===== config.mk =====
export PLATFORM = sky130hd
export DESIGN_NAME = riscv_control_fsm
export DESIGN_NICKNAME = d
export VERILOG_FILES = /design/src/rtl/riscv_pkg.sv /design/src/rtl/riscv_alu_decoder.sv /design/src/rtl/riscv_control_fsm.sv
export SDC_FILE = /design/constraint.sdc
export NUM_CORES = 1
export LEC_CHECK = 0
export BUFFER_PORTS_ARGS = -buffer_cell sky130_fd_sc_hd__buf_2
export CORE_UTILIZATION = 46
export DETAILED_ROUTE_END_ITERATION = 8
export PLACE_DENSITY = 0.8
export SKIP_CTS_REPAIR_TIMING = 1
export SYNTH_ARGS = -nofsm -noshare
export SYNTH_HDL_FRONTEND = slang
export SYNTH_SLANG_ARGS = --single-unit
export TNS_END_PERCENT = 50

===== constraint.sdc =====
create_clock -name clk -period 1.5 [get_ports clk]
set_input_delay 0.075 -clock clk [delete_from_list [all_inputs] [get_ports clk]]
set_output_delay 0.075 -clock clk [all_outputs]
set_load 0.01 [all_outputs]

===== src/rtl/riscv_pkg.sv =====
// riscv_pkg: shared types and decode helpers for the RV32I multicycle control unit
package riscv_pkg;

  typedef enum logic [3:0] {
    S_FETCH, S_DECODE, S_MEM_ADR, S_MEM_RD, S_MEM_WB, S_MEM_WR, S_EXCT_R, S_EXCT_I,
    S_ALU_WB, S_BQ, S_JAL, S_JALR1, S_JALR2, S_LUI, S_AUIPC
  } state_t;

  typedef enum logic [6:0] {
    OP_LOAD   = 7'h03,
    OP_IMM    = 7'h13,
    OP_AUIPC  = 7'h17,
    OP_STORE  = 7'h23,
    OP_R      = 7'h33,
    OP_LUI    = 7'h37,
    OP_BRANCH = 7'h63,
    OP_JALR   = 7'h67,
    OP_JAL    = 7'h6f
  } opcode_e;

  typedef enum logic [3:0] {
    ALU_ADD, ALU_SUB, ALU_SLL, ALU_SLT, ALU_SLTU, ALU_XOR, ALU_SRL, ALU_SRA, ALU_OR, ALU_AND
  } alu_op_e;

  typedef enum logic [2:0] {EXT_I, EXT_S, EXT_B, EXT_U, EXT_J} ext_op_e;

  typedef enum logic [1:0] {A_PC, A_OLDPC, A_RS1, A_ZERO} alu_src_a_e;

  typedef enum logic [1:0] {B_RS2, B_IMM, B_FOUR} alu_src_b_e;

  typedef enum logic [1:0] {RES_ALUOUT, RES_MEMDATA, RES_ALURESULT} result_src_e;

  typedef enum logic {ADR_PC, ADR_ALUOUT} adr_src_e;

  // Encodings the control unit cannot execute are trapped in S_DECODE
  function automatic logic instr_legal(input opcode_e op, input logic [2:0] f3);
    case (op)
      OP_LOAD:   return !(f3 == 3'd3 || f3 >= 3'd6);
      OP_STORE:  return f3 <= 3'd2;
      OP_BRANCH: return f3 != 3'd2 && f3 != 3'd3;
      OP_R, OP_IMM, OP_JAL, OP_JALR, OP_LUI, OP_AUIPC: return 1'b1;
      default:   return 1'b0;
    endcase
  endfunction

  function automatic state_t dispatch(input opcode_e op);
    case (op)
      OP_LOAD, OP_STORE: return S_MEM_ADR;
      OP_R:              return S_EXCT_R;
      OP_IMM:            return S_EXCT_I;
      OP_BRANCH:         return S_BQ;
      OP_JAL:            return S_JAL;
      OP_JALR:           return S_JALR1;
      OP_LUI:            return S_LUI;
      OP_AUIPC:          return S_AUIPC;
      default:           return S_FETCH;
    endcase
  endfunction

  function automatic ext_op_e decode_ext(input opcode_e op);
    return op == OP_BRANCH ? EXT_B :
           op == OP_JAL    ? EXT_J :
           op == OP_STORE  ? EXT_S :
           (op == OP_LUI || op == OP_AUIPC) ? EXT_U : EXT_I;
  endfunction

  // Branch decision from the flags of rs1 - rs2; carry set means no borrow
  function automatic logic branch_take(input logic [2:0] f3, input logic z, input logic n,
                                       input logic v, input logic c);
    case (f3)
      3'd0:    return z;
      3'd1:    return !z;
      3'd4:    return n ^ v;
      3'd5:    return !(n ^ v);
      3'd6:    return !c;
      3'd7:    return c;
      default: return 1'b0;
    endcase
  endfunction

endpackage


===== src/rtl/riscv_alu_decoder.sv =====
// riscv_alu_decoder: maps funct3/funct7b5 to the ALU operation for R and I types
module riscv_alu_decoder
  import riscv_pkg::*;
(
  input  logic [2:0] funct3,
  input  logic       funct7b5,
  input  logic       is_r,
  output alu_op_e    alu_op
);

  // funct7b5 only matters for SUB (R-type) and SRA/SRAI
  always_comb begin
    alu_op = ALU_ADD;
    case (funct3)
      3'd0: alu_op = (is_r && funct7b5) ? ALU_SUB : ALU_ADD;
      3'd1: alu_op = ALU_SLL;
      3'd2: alu_op = ALU_SLT;
      3'd3: alu_op = ALU_SLTU;
      3'd4: alu_op = ALU_XOR;
      3'd5: alu_op = funct7b5 ? ALU_SRA : ALU_SRL;
      3'd6: alu_op = ALU_OR;
      3'd7: alu_op = ALU_AND;
      default: alu_op = ALU_ADD;
    endcase
  end

endmodule


===== src/rtl/riscv_control_fsm.sv =====
// riscv_control_fsm: multicycle RV32I control unit sequencing the datapath
module riscv_control_fsm
  import riscv_pkg::*;
(
  input  logic        clk,
  input  logic        rst,
  input  logic [6:0]  opcode,
  input  logic [2:0]  funct3,
  input  logic        funct7b5,
  input  logic        alu_zero,
  input  logic        alu_neg,
  input  logic        alu_ovf,
  input  logic        alu_carry,
  input  logic        mem_ready,
  output logic        pc_write,
  output logic        ir_write,
  output adr_src_e    adr_src,
  output logic        mem_write,
  output logic        reg_write,
  output alu_src_a_e  alu_src_a,
  output alu_src_b_e  alu_src_b,
  output result_src_e result_src,
  output alu_op_e     alu_op,
  output ext_op_e     ext_op,
  output logic        pc_lsb_clr,
  output logic        illegal_instr,
  output state_t      state_o
);

  state_t  state, next;
  opcode_e op;
  alu_op_e dec_op;
  logic    legal, take, is_r;

  assign op      = opcode_e'(opcode);
  assign legal   = instr_legal(op, funct3);
  assign take    = branch_take(funct3, alu_zero, alu_neg, alu_ovf, alu_carry);
  assign is_r    = state == S_EXCT_R;
  assign state_o = state;

  riscv_alu_decoder u_dec (
    .funct3   (funct3),
    .funct7b5 (funct7b5),
    .is_r     (is_r),
    .alu_op   (dec_op)
  );

  // State register; reset aborts any instruction in flight
  always_ff @(posedge clk or posedge rst)
    if (rst) state <= S_FETCH;
    else state <= next;

  // Next state and datapath controls; strobes are forced low while reset is held
  always_comb begin
    next          = S_FETCH;
    pc_write      = 1'b0;
    ir_write      = 1'b0;
    adr_src       = ADR_PC;
    mem_write     = 1'b0;
    reg_write     = 1'b0;
    alu_src_a     = A_PC;
    alu_src_b     = B_RS2;
    result_src    = RES_ALUOUT;
    alu_op        = ALU_ADD;
    ext_op        = EXT_I;
    pc_lsb_clr    = 1'b0;
    illegal_instr = 1'b0;
    case (state)
      S_FETCH: begin
        alu_src_b  = B_FOUR;
        result_src = RES_ALURESULT;
        ir_write   = mem_ready;
        pc_write   = mem_ready;
        next       = mem_ready ? S_DECODE : S_FETCH;
      end
      S_DECODE: begin
        alu_src_a     = A_OLDPC;
        alu_src_b     = B_IMM;
        ext_op        = decode_ext(op);
        illegal_instr = !legal;
        next          = legal ? dispatch(op) : S_FETCH;
      end
      S_MEM_ADR: begin
        alu_src_a = A_RS1;
        alu_src_b = B_IMM;
        ext_op    = op == OP_STORE ? EXT_S : EXT_I;
        next      = op == OP_STORE ? S_MEM_WR : S_MEM_RD;
      end
      S_MEM_RD: begin
        adr_src = ADR_ALUOUT;
        next    = mem_ready ? S_MEM_WB : S_MEM_RD;
      end
      S_MEM_WB: begin
        result_src = RES_MEMDATA;
        reg_write  = 1'b1;
      end
      S_MEM_WR: begin
        adr_src   = ADR_ALUOUT;
        mem_write = 1'b1;
        next      = mem_ready ? S_FETCH : S_MEM_WR;
      end
      S_EXCT_R: begin
        alu_src_a = A_RS1;
        alu_op    = dec_op;
        next      = S_ALU_WB;
      end
      S_EXCT_I: begin
        alu_src_a = A_RS1;
        alu_src_b = B_IMM;
        alu_op    = dec_op;
        next      = S_ALU_WB;
      end
      S_ALU_WB: reg_write = 1'b1;
      S_BQ: begin
        alu_src_a = A_RS1;
        alu_op    = ALU_SUB;
        pc_write  = take;
      end
      S_JAL: begin
        alu_src_a = A_OLDPC;
        alu_src_b = B_FOUR;
        pc_write  = 1'b1;
        next      = S_ALU_WB;
      end
      S_JALR1: begin
        alu_src_a = A_RS1;
        alu_src_b = B_IMM;
        next      = S_JALR2;
      end
      S_JALR2: begin
        alu_src_a  = A_OLDPC;
        alu_src_b  = B_FOUR;
        pc_lsb_clr = 1'b1;
        pc_write   = 1'b1;
        next       = S_ALU_WB;
      end
      S_LUI: begin
        alu_src_a = A_ZERO;
        alu_src_b = B_IMM;
        ext_op    = EXT_U;
        next      = S_ALU_WB;
      end
      S_AUIPC: begin
        alu_src_a = A_OLDPC;
        alu_src_b = B_IMM;
        ext_op    = EXT_U;
        next      = S_ALU_WB;
      end
      default: next = S_FETCH;
    endcase
    if (rst) begin
      pc_write      = 1'b0;
      ir_write      = 1'b0;
      mem_write     = 1'b0;
      reg_write     = 1'b0;
      illegal_instr = 1'b0;
    end
  end

endmodule


Word level (Yosys, flattened, before mapping)
Cells that the tools add are included.
Storage, ports and cells
  bits in registers: 4
  input bits: 18
Cells by class
  magnitude comparators: 2
  reduce and logical (&&, ||, !) cells: 23
  multiplexer cells: 34
  bitwise logic cells: 1
  equality and inequality tests: 32
Operators with widths (count)
  4-bit case mux with 8 select lines: 2
  4-bit equality test (second input constant): 7
  4-bit case mux with 7 select lines: 1
  7-bit by 6-bit equality test with 1-bit output (second input constant): 3
  7-bit equality test (second input constant): 3
  6-bit OR reduction: 3
  4-bit by 3-bit equality test with 1-bit output (second input constant): 4
  1-bit 2-to-1 mux: 15
  3-bit 2-to-1 mux: 5
  7-bit by 5-bit equality test with 1-bit output (second input constant): 2
  3-bit equality test (second input constant): 4
  2-bit OR reduction: 6
  3-bit case mux with 3 select lines: 1
  4-bit by 2-bit equality test with 1-bit output (second input constant): 2
  2-bit case mux with 2 select lines: 2
  4-bit case mux with 2 select lines: 1
  7-bit by 2-bit equality test with 1-bit output (second input constant): 1
  3-bit by 2-bit equality test with 1-bit output (second input constant): 2
  3-bit by 2-bit inequality test with 1-bit output (second input constant): 2
  1-bit case mux with 6 select lines: 1
  2-bit case mux with 3 select lines: 1
  1-bit logical NOT: 5
  5-bit OR reduction: 1
  4-bit by 1-bit equality test with 1-bit output (second input constant): 1
  other kinds (14): 17

Depth between registers and ports, before layout
Gate-level depths: netlist of the first run.
  depth after elaboration: 7
  gate-level depth with buffers: 6
  depth with buffers taken out: 4

Cells and area by module
Synthesis of the first run repeated with hierarchy kept, for this count alone.
Second synthesis, totals
  cells, all modules: 130
  area, all modules: 885.8 um^2
By module, submodules not included
  riscv_control_fsm: times used 1, cells an instance 120, area each 819.5 um^2
  riscv_alu_decoder: times used 1, cells an instance 10, area each 66.3 um^2

Worst setup path before layout of the first run
No wires, ideal clock.
  path kind: reg2out
  from: register state[0] (netlist: state_o[0])
  to: output port alu_op[0]
  setup slack: 20 ps
  required time: 1425 ps
  stages on the path, launching flop included: 6
  arrival time: 1405 ps
  path through: dfrtp_1 clkbuf_2 nor2b_2 a31o_2 a221oi_1 o41ai_1
Between the ends
  word-level cells in the longest chain between the ends: 5
Ends and longest elaborated chain
  from (decl): line riscv_control_fsm.sv:30  | state_t state, next;
  from (signal assigned): line riscv_control_fsm.sv:51  | else state <= next;
  4-bit by 3-bit equality test with 1-bit output: line riscv_control_fsm.sv:38, riscv_control_fsm.sv:68
  1-bit logical AND: line riscv_alu_decoder.sv:15  | 3'd0: alu_op = (is_r && funct7b5) ? ALU_SUB : ALU_ADD;
  1-bit 2-to-1 mux: line riscv_alu_decoder.sv:15
  4-bit case mux with 8 select lines: line riscv_alu_decoder.sv:14  | case (funct3)
  4-bit case mux with 2 select lines (*): line riscv_control_fsm.sv:68  | case (state)
  to (decl): line riscv_control_fsm.sv:23  | output alu_op_e alu_op,
Every way passes the cells marked *; elsewhere a longest branch is shown, timed or not.

Worst setup path in the final report of the first run
  from: register state[1] (netlist: state_o[1])
  to: output port pc_write
Between the ends
  word-level cells in the longest chain between the ends: 4
Ends and longest elaborated chain
  4-bit equality test: line riscv_control_fsm.sv:68
  2-bit OR reduction (no line)
  1-bit case mux with 3 select lines (*): line riscv_control_fsm.sv:68
  1-bit 2-to-1 mux (*): line riscv_control_fsm.sv:151  | if (rst) begin
  to (decl): line riscv_control_fsm.sv:15  | output logic pc_write,
Marked as above.

==> qor.log, run 1 <==
[power] VDD IR max 0.2568 mV
[synth] post-synthesis share of cell area spent on full adders, half adders and majority gates 0
[synth] Synth top area share 0.1166
[setup_path] path type of the worst setup path reg2out
[synth] leading cell type by number of instances after synthesis sky130_fd_sc_hd__nor2_1
[power] P_leak 0.0006228 uW
[timing] period utilization 1.096
[cts] CTS tree done
[drt] average wire per cell in the routed design 13.90 um
[drt] DRC violations left 0
[cts] Worst-path clk slew 40 ps
[cts] Sinks on Clock Net 4
[die] core area 1745 um^2
[drt] detailed-route via count 1167
[global_route] overflow left after global routing 0
[cts] clk root buf sky130_fd_sc_hd__clkbuf_4
[timing] clk_skew 1.464 ps
[timing] count of final hold-check violations 0
[global_route] largest net degree at the start of global routing 14
[synth] number of warnings issued by yosys 0
[setup_path] kind of end point of the critical path primary output
[drt] Pre-antenna DRT Iters 4
[flow_run] max-cap violation count 0
[synth] share of async-settable or async-resettable flops after synthesis 1.000
[run_status] failing checks negative setup slack
[synth] number of standard cells after synthesis 128
[die] Horiz. Die Dim 45.20 um
[cts] clock latency of the later-clocked register in the worst-skew pair 250 ps
[final_layout] Final Non-Filler Cells 202
[drt] via density per instance 5.777
[setup_path] Worst Setup Start Kind register
[synth] xor-xnor portion of the synthesized cell area 0.08163
[synth] post-synth net total 146
[final_layout] layout net count 197
[drt] drt initial violations 38
[synth] post-synthesis area per instance 6.706 um^2
[timing] RSZ-0062 raised after global routing true
[synth] simple-gate share of the synthesized area 0.3673
[timing] pin slew with the least headroom to its limit 271.9 ps
[synth] Post-synth EDFFs 0
[timing] Post-Route Hold Slack 181.9 ps
[die] die area 2043 um^2
[hold_path] Hold/Removal Path Class in2reg
[global_route] global-route wire length before repair 3870 um
[synth] largest family of logic cells by synthesized area simple AND/OR/NAND/NOR gates
[synth] post-synthesis instance area 858.3 um^2
[synth] top cell types by occurrence after synthesis sky130_fd_sc_hd__nor2_1 (14), sky130_fd_sc_hd__nand2_1 (9), sky130_fd_sc_hd__o21ai_0 (9)
[place] weighted congestion at the end of routability-driven global placement 0.8457
[place] placed wire-length estimate after detailed placement 1933 um
[synth] count of cell types in the netlist 46
[drt] drt total wl 2808 um
[timing] Slew Viols, Final 0
[power] power per cell area 377.9 nW/um^2
[global_route] vias in the first global route 933
[die] Die Span Y 45.20 um
[final_layout] final antenna diode count 0
[timing] highest clock rate 608.1 MHz
[synth] Compound-Gate Fraction of Synth Area 0.2915
[final_layout] fraction of final layout cells with drive strength greater than 1 0.5028
[timing] final critical delay including setup and external delays 1645 ps
[global_route] combined global-route utilization of all metal layers 0.2614
[run_status] outcome finished, violations left
[place] Cell Count Post-Placement 190
[timing] worst slew margin relative to its limit 0.8177
[cts] TritonCTS buffer count 3
[timing] Worst Setup Slack, final -144.5 ps
[final_layout] synth-to-layout area growth 54.52%
[die] initial cell density of the core 0.4918
[global_route] number of antenna violations at the first check in global routing 0
[cts] total number of H-tree levels 1
[drt] post-route ant nets 0
[setup_path] biggest fanout along the worst timing path 6
[final_layout] flip-flop count of the largest register, all copies and words added 4
[place] Port Buffer Count 41
[synth] flops & latches, synth 4
[synth] library cell with the largest summed area after synthesis sky130_fd_sc_hd__dfrtp_1
[die] # rows 15
[place] Post-Place Worst Slack 74.30 ps
[synth] dominant synthesized flop cell sky130_fd_sc_hd__dfrtp_1
[setup_path] required time at the endpoint of the critical path 1420 ps
[synth] proportion of synthesized area in mux cells 0.03644
[synth] sequential-to-total area share from yosys stat 0.1166
[die] I/O pin count 42
[power] Tot Pwr 501.2 uW
[setup_path] data arrival time at the worst-slack endpoint 1570 ps
[cts] Clock Tree Buf Depth 2
[timing] final setup violating endpoints 7
[synth] cell types with the largest area share after synthesis sky130_fd_sc_hd__dfrtp_1 (12%), sky130_fd_sc_hd__nor2_1 (6.1%), sky130_fd_sc_hd__xnor2_1 (6.1%)
## report_power, final
part	switching (uW)	internal, uW
logic	131	108
registers	7.91	112
clock network	52.7	90.0
total	191	310
## worst max-delay path, cell delays in order, from the launching register on
cell and delay (ps):
sky130_fd_sc_hd__dfrtp_2 430, sky130_fd_sc_hd__nand2b_4 160, sky130_fd_sc_hd__or3_4 340, sky130_fd_sc_hd__o31ai_1 230
sky130_fd_sc_hd__buf_2 170
## layout by cell type (no fill, tap or decap), drive strengths merged, types with 3 or more instances in the layout
cell type,instances
xnor2,6
a31oi,3
a21oi,6
o21ai,9
nor2b,5
nor2,14
nand2,11
buf,57
inv,7
dfrtp,4
nor3,5
nor4,3
clkbuf,3
nand3,6
o31ai,3
nand2b,3
## kinds of logic after synthesis
| family | count (synthesis) |
|---|---|
| simple gates | 59 |
| compound gates | 35 |
| buf+inv | 19 |
| xor+xnor | 8 |
| flops | 4 |
| mux | 3 |
## per-stage QoR
| step | setup TNS [ps] | utilization | cell area, um^2 |
|---|---|---|---|
| 2_1_floorplan | 0 | - | 858.3 |
| 3_3_place_gp | 0 | 0.6244 | 1090 |
| 4_1_cts | -1352 | 0.6373 | 1112 |
| 3_5_place_dp | 0 | 0.6244 | 1090 |
| 5_1_grt | -1021 | 0.7599 | 1326 |
| 6_report | -599.3 | 0.7599 | 1326 |
## path summary, 6_finish.rpt
| check | cells past startpoint | from | slack [ps] | to |
|---|---|---|---|---|
| max in group asynchronous | 3 | rst | 980 | state_o[1]$_DFF_PP0_ |
| worst min register to register | 3 | state_o[3]$_DFF_PP0_ | 700 | state_o[0]$_DFF_PP0_ |
| min in group asynchronous | 3 | rst | 320 | state_o[2]$_DFF_PP0_ |
| worst min-delay path | 3 | opcode[0] | 180 | state_o[3]$_DFF_PP0_ |
| worst max register to register | 5 | state_o[1]$_DFF_PP0_ | 80 | state_o[1]$_DFF_PP0_ |
| worst max-delay path | 4 | state_o[1]$_DFF_PP0_ | -140 | pc_write |
## layout make-up
class / instances / area [um^2]
sequential: 4 / 105.1
clock buffer: 3 / 22.52
multi-input combinational: 105 / 797.0
inverter: 7 / 26.28
fill: 138 / 419.2
timing repair buffer: 58 / 344.1
tap: 25 / 31.28
## metal layers
| metal | track usage | wire length [um] | part of all wire | vias to the layer above |
|---|---|---|---|---|
| met5 | 0 | 0 | 0 | - |
| met4 | 0.1212 | 74 | 0.026 | 0 |
| li1 | - | - | - | 568 |
| met1 | 0.3171 | 1121 | 0.40 | 535 |
| met2 | 0.4464 | 1478 | 0.53 | 55 |
| met3 | 0.04400 | 134 | 0.048 | 9 |
Note: power is estimated with default switching activity, not from simulation.
==> run 2, diff against run 1 <==
Settings changed: BUFFER_PORTS_ARGS -buffer_cell sky130_fd_sc_hd__buf_2 to not set, CORE_UTILIZATION 46 to 60, DONT_BUFFER_PORTS set to 1, PLACE_DENSITY 0.8 to 0.76, SLEW_MARGIN set to 20.
==> run 2 against run 1 <==
Cell count decreased by 21%. Critical path type unchanged. Via count decreased by 8.3%. The flow still finishes with violations (negative setup slack). Hold slack got worse by 110 ps. Largest cell class unchanged. Clock power fell by 6%. Clock-buffer cell count unchanged. Cell area down 14%. First-iteration DRC count up 74%. Critical path depth unchanged. Combinational power shrank 20%.
==> qor.log, run 2 (synthesized netlist as in run 1, its figures left out) <==
[drt] Pre-antenna DRT Iters 5
[final_layout] flip-flop count of the largest register, all copies and words added 4
[final_layout] FILL cells 76
[final_layout] final antenna diode count 0
[global_route] vias in the first global route 813
[cts] Sinks on Clock Net 4
[setup_path] biggest fanout along the worst timing path 5
[timing] final critical delay including setup and external delays 1709 ps
[die] Die Span Y 39.82 um
[setup_path] Worst Setup Start Kind register
[run_status] outcome finished, violations left
[flow_run] max-cap violation count 0
[setup_path] required time at the endpoint of the critical path 1420 ps
[global_route] number of antenna violations at the first check in global routing 0
[die] die area 1586 um^2
[timing] Slew Viols, Final 0
[power] power per cell area 389.5 nW/um^2
[cts] clock latency of the later-clocked register in the worst-skew pair 240 ps
[place] Post-Place Worst Slack 78.54 ps
[setup_path] longest individual stage delay on the worst path 450 ps
[die] initial cell density of the core 0.6515
[run_status] failing checks negative setup slack
[final_layout] layout net count 165
[drt] drt total wl 2800 um
[final_layout] leading cell types in the layout, fill and taps excluded sky130_fd_sc_hd__buf_4 (22), sky130_fd_sc_hd__nor2_1 (13), sky130_fd_sc_hd__nand2_1 (9), sky130_fd_sc_hd__o21ai_0 (8)
[drt] via density per instance 6.688
[die] core area 1318 um^2
[die] # rows 13
[cts] CTS tree done
[place] Cell Count Post-Placement 155
[global_route] global-route wire length before repair 3236 um
[cts] total number of H-tree levels 1
[timing] clk_skew 0.9049 ps
[place] weighted congestion at the end of routability-driven global placement 0.9317
[drt] drt initial violations 66
[final_layout] synth-to-layout area growth 33.24%
[timing] highest clock rate 585.1 MHz
[setup_path] path type of the worst setup path reg2out
[power] VDD IR max 0.3393 mV
[cts] Clock Tree Buf Depth 2
[setup_path] cell with the biggest individual delay on the critical path sky130_fd_sc_hd__dfrtp_2
[timing] count of final hold-check violations 0
[setup_path] CP cell instances nand2b_4 > or3_4 > o31ai_2 > buf_4
[timing] Post-Route Hold Slack 75.26 ps
[place] placed wire-length estimate after detailed placement 1869 um
[final_layout] Final Non-Filler Cells 160
[timing] RSZ-0062 raised after global routing true
[hold_path] Hold/Removal Path Class in2reg
[timing] pin slew with the least headroom to its limit 368.9 ps
[setup_path] cell family with the largest share of critical-path delay simple AND/OR/NAND/NOR gates
[cts] TritonCTS buffer count 3
[timing] Worst Setup Slack, final -209.2 ps
[die] Horiz. Die Dim 39.82 um
[drt] post-route ant nets 0
[power] P_leak 0.0004710 uW
[final_layout] fraction of final layout cells with drive strength greater than 1 0.3655
[global_route] combined global-route utilization of all metal layers 0.3001
[setup_path] data arrival time at the worst-slack endpoint 1630 ps
[timing] total negative slack for setup checks -556.8 ps
[drt] detailed-route via count 1070
[final_layout] most common cell after layout, fill and taps aside sky130_fd_sc_hd__buf_4
[timing] worst slew margin relative to its limit 0.7522
[drt] average wire per cell in the routed design 17.50 um
[cts] clk root buf sky130_fd_sc_hd__clkbuf_4
[cts] Worst-path clk slew 40 ps
[setup_path] kind of end point of the critical path primary output
[timing] period utilization 1.139
[setup_path] number of buffer and inverter stages on the critical path 1
[place] Port Buffer Count 0
[timing] final setup violating endpoints 8
[drt] DRC violations left 0
[die] I/O pin count 42
[global_route] largest net degree at the start of global routing 16
[global_route] overflow left after global routing 0
## run 2: worst paths after layout
path	to	slack (ps)	start	cells past startpoint
max	pc_write	-210	state_o[1]$_DFF_PP0_	4
min	state_o[3]$_DFF_PP0_	80	opcode[3]	3
max reg2reg	state_o[0]$_DFF_PP0_	100	state_o[2]$_DFF_PP0_	4
min reg2reg	state_o[0]$_DFF_PP0_	720	state_o[3]$_DFF_PP0_	2
max in group asynchronous	state_o[2]$_DFF_PP0_	1070	rst	2
min in group asynchronous	state_o[0]$_DFF_PP0_	210	rst	2
## run 2: through the flow
stage | power, uW | cell area (um^2) | utilization
finish | 445.4 | 1144 | 0.8680
global placement | 279.3 | 992.2 | 0.7531
floorplan | 246.3 | 858.3 | -
global route | 467.4 | 1144 | 0.8680
CTS | 417.5 | 1015 | 0.7702
detailed placement | 283.5 | 992.2 | 0.7531
## run 2: power breakdown
group	total (uW)	internal [uW]	switching [uW]
registers	120	112	7.92
clock network	134	89.5	44.5
logic	191	91.7	99.7
## run 2: worst min-delay path, cell delays in order
cell                      delay (ps)
sky130_fd_sc_hd__a21oi_1          20
sky130_fd_sc_hd__nor2_1           90
sky130_fd_sc_hd__o31ai_1          80
## run 2: per-layer routing
| metal | wire, um | vias to the layer above | GRT usage |
|---|---|---|---|
| li1 | - | 499 | - |
| met4 | 14 | 0 | 0.1034 |
| met1 | 1124 | 507 | 0.3670 |
| met5 | 0 | - | 0 |
| met3 | 190 | 4 | 0.09659 |
| met2 | 1471 | 60 | 0.4836 |
## run 2: area by class of cell
cell class                      instances  area [um^2]  share of cell area
Timing Repair Buffer                   26        209.0              0.1827
Clock buffer                            3        22.52             0.01969
Tap cell                               15        18.77             0.01641
Inverter                                7        26.28             0.02298
Multi-Input combinational cell        105        762.0              0.6663
Sequential cell                         4        105.1             0.09190
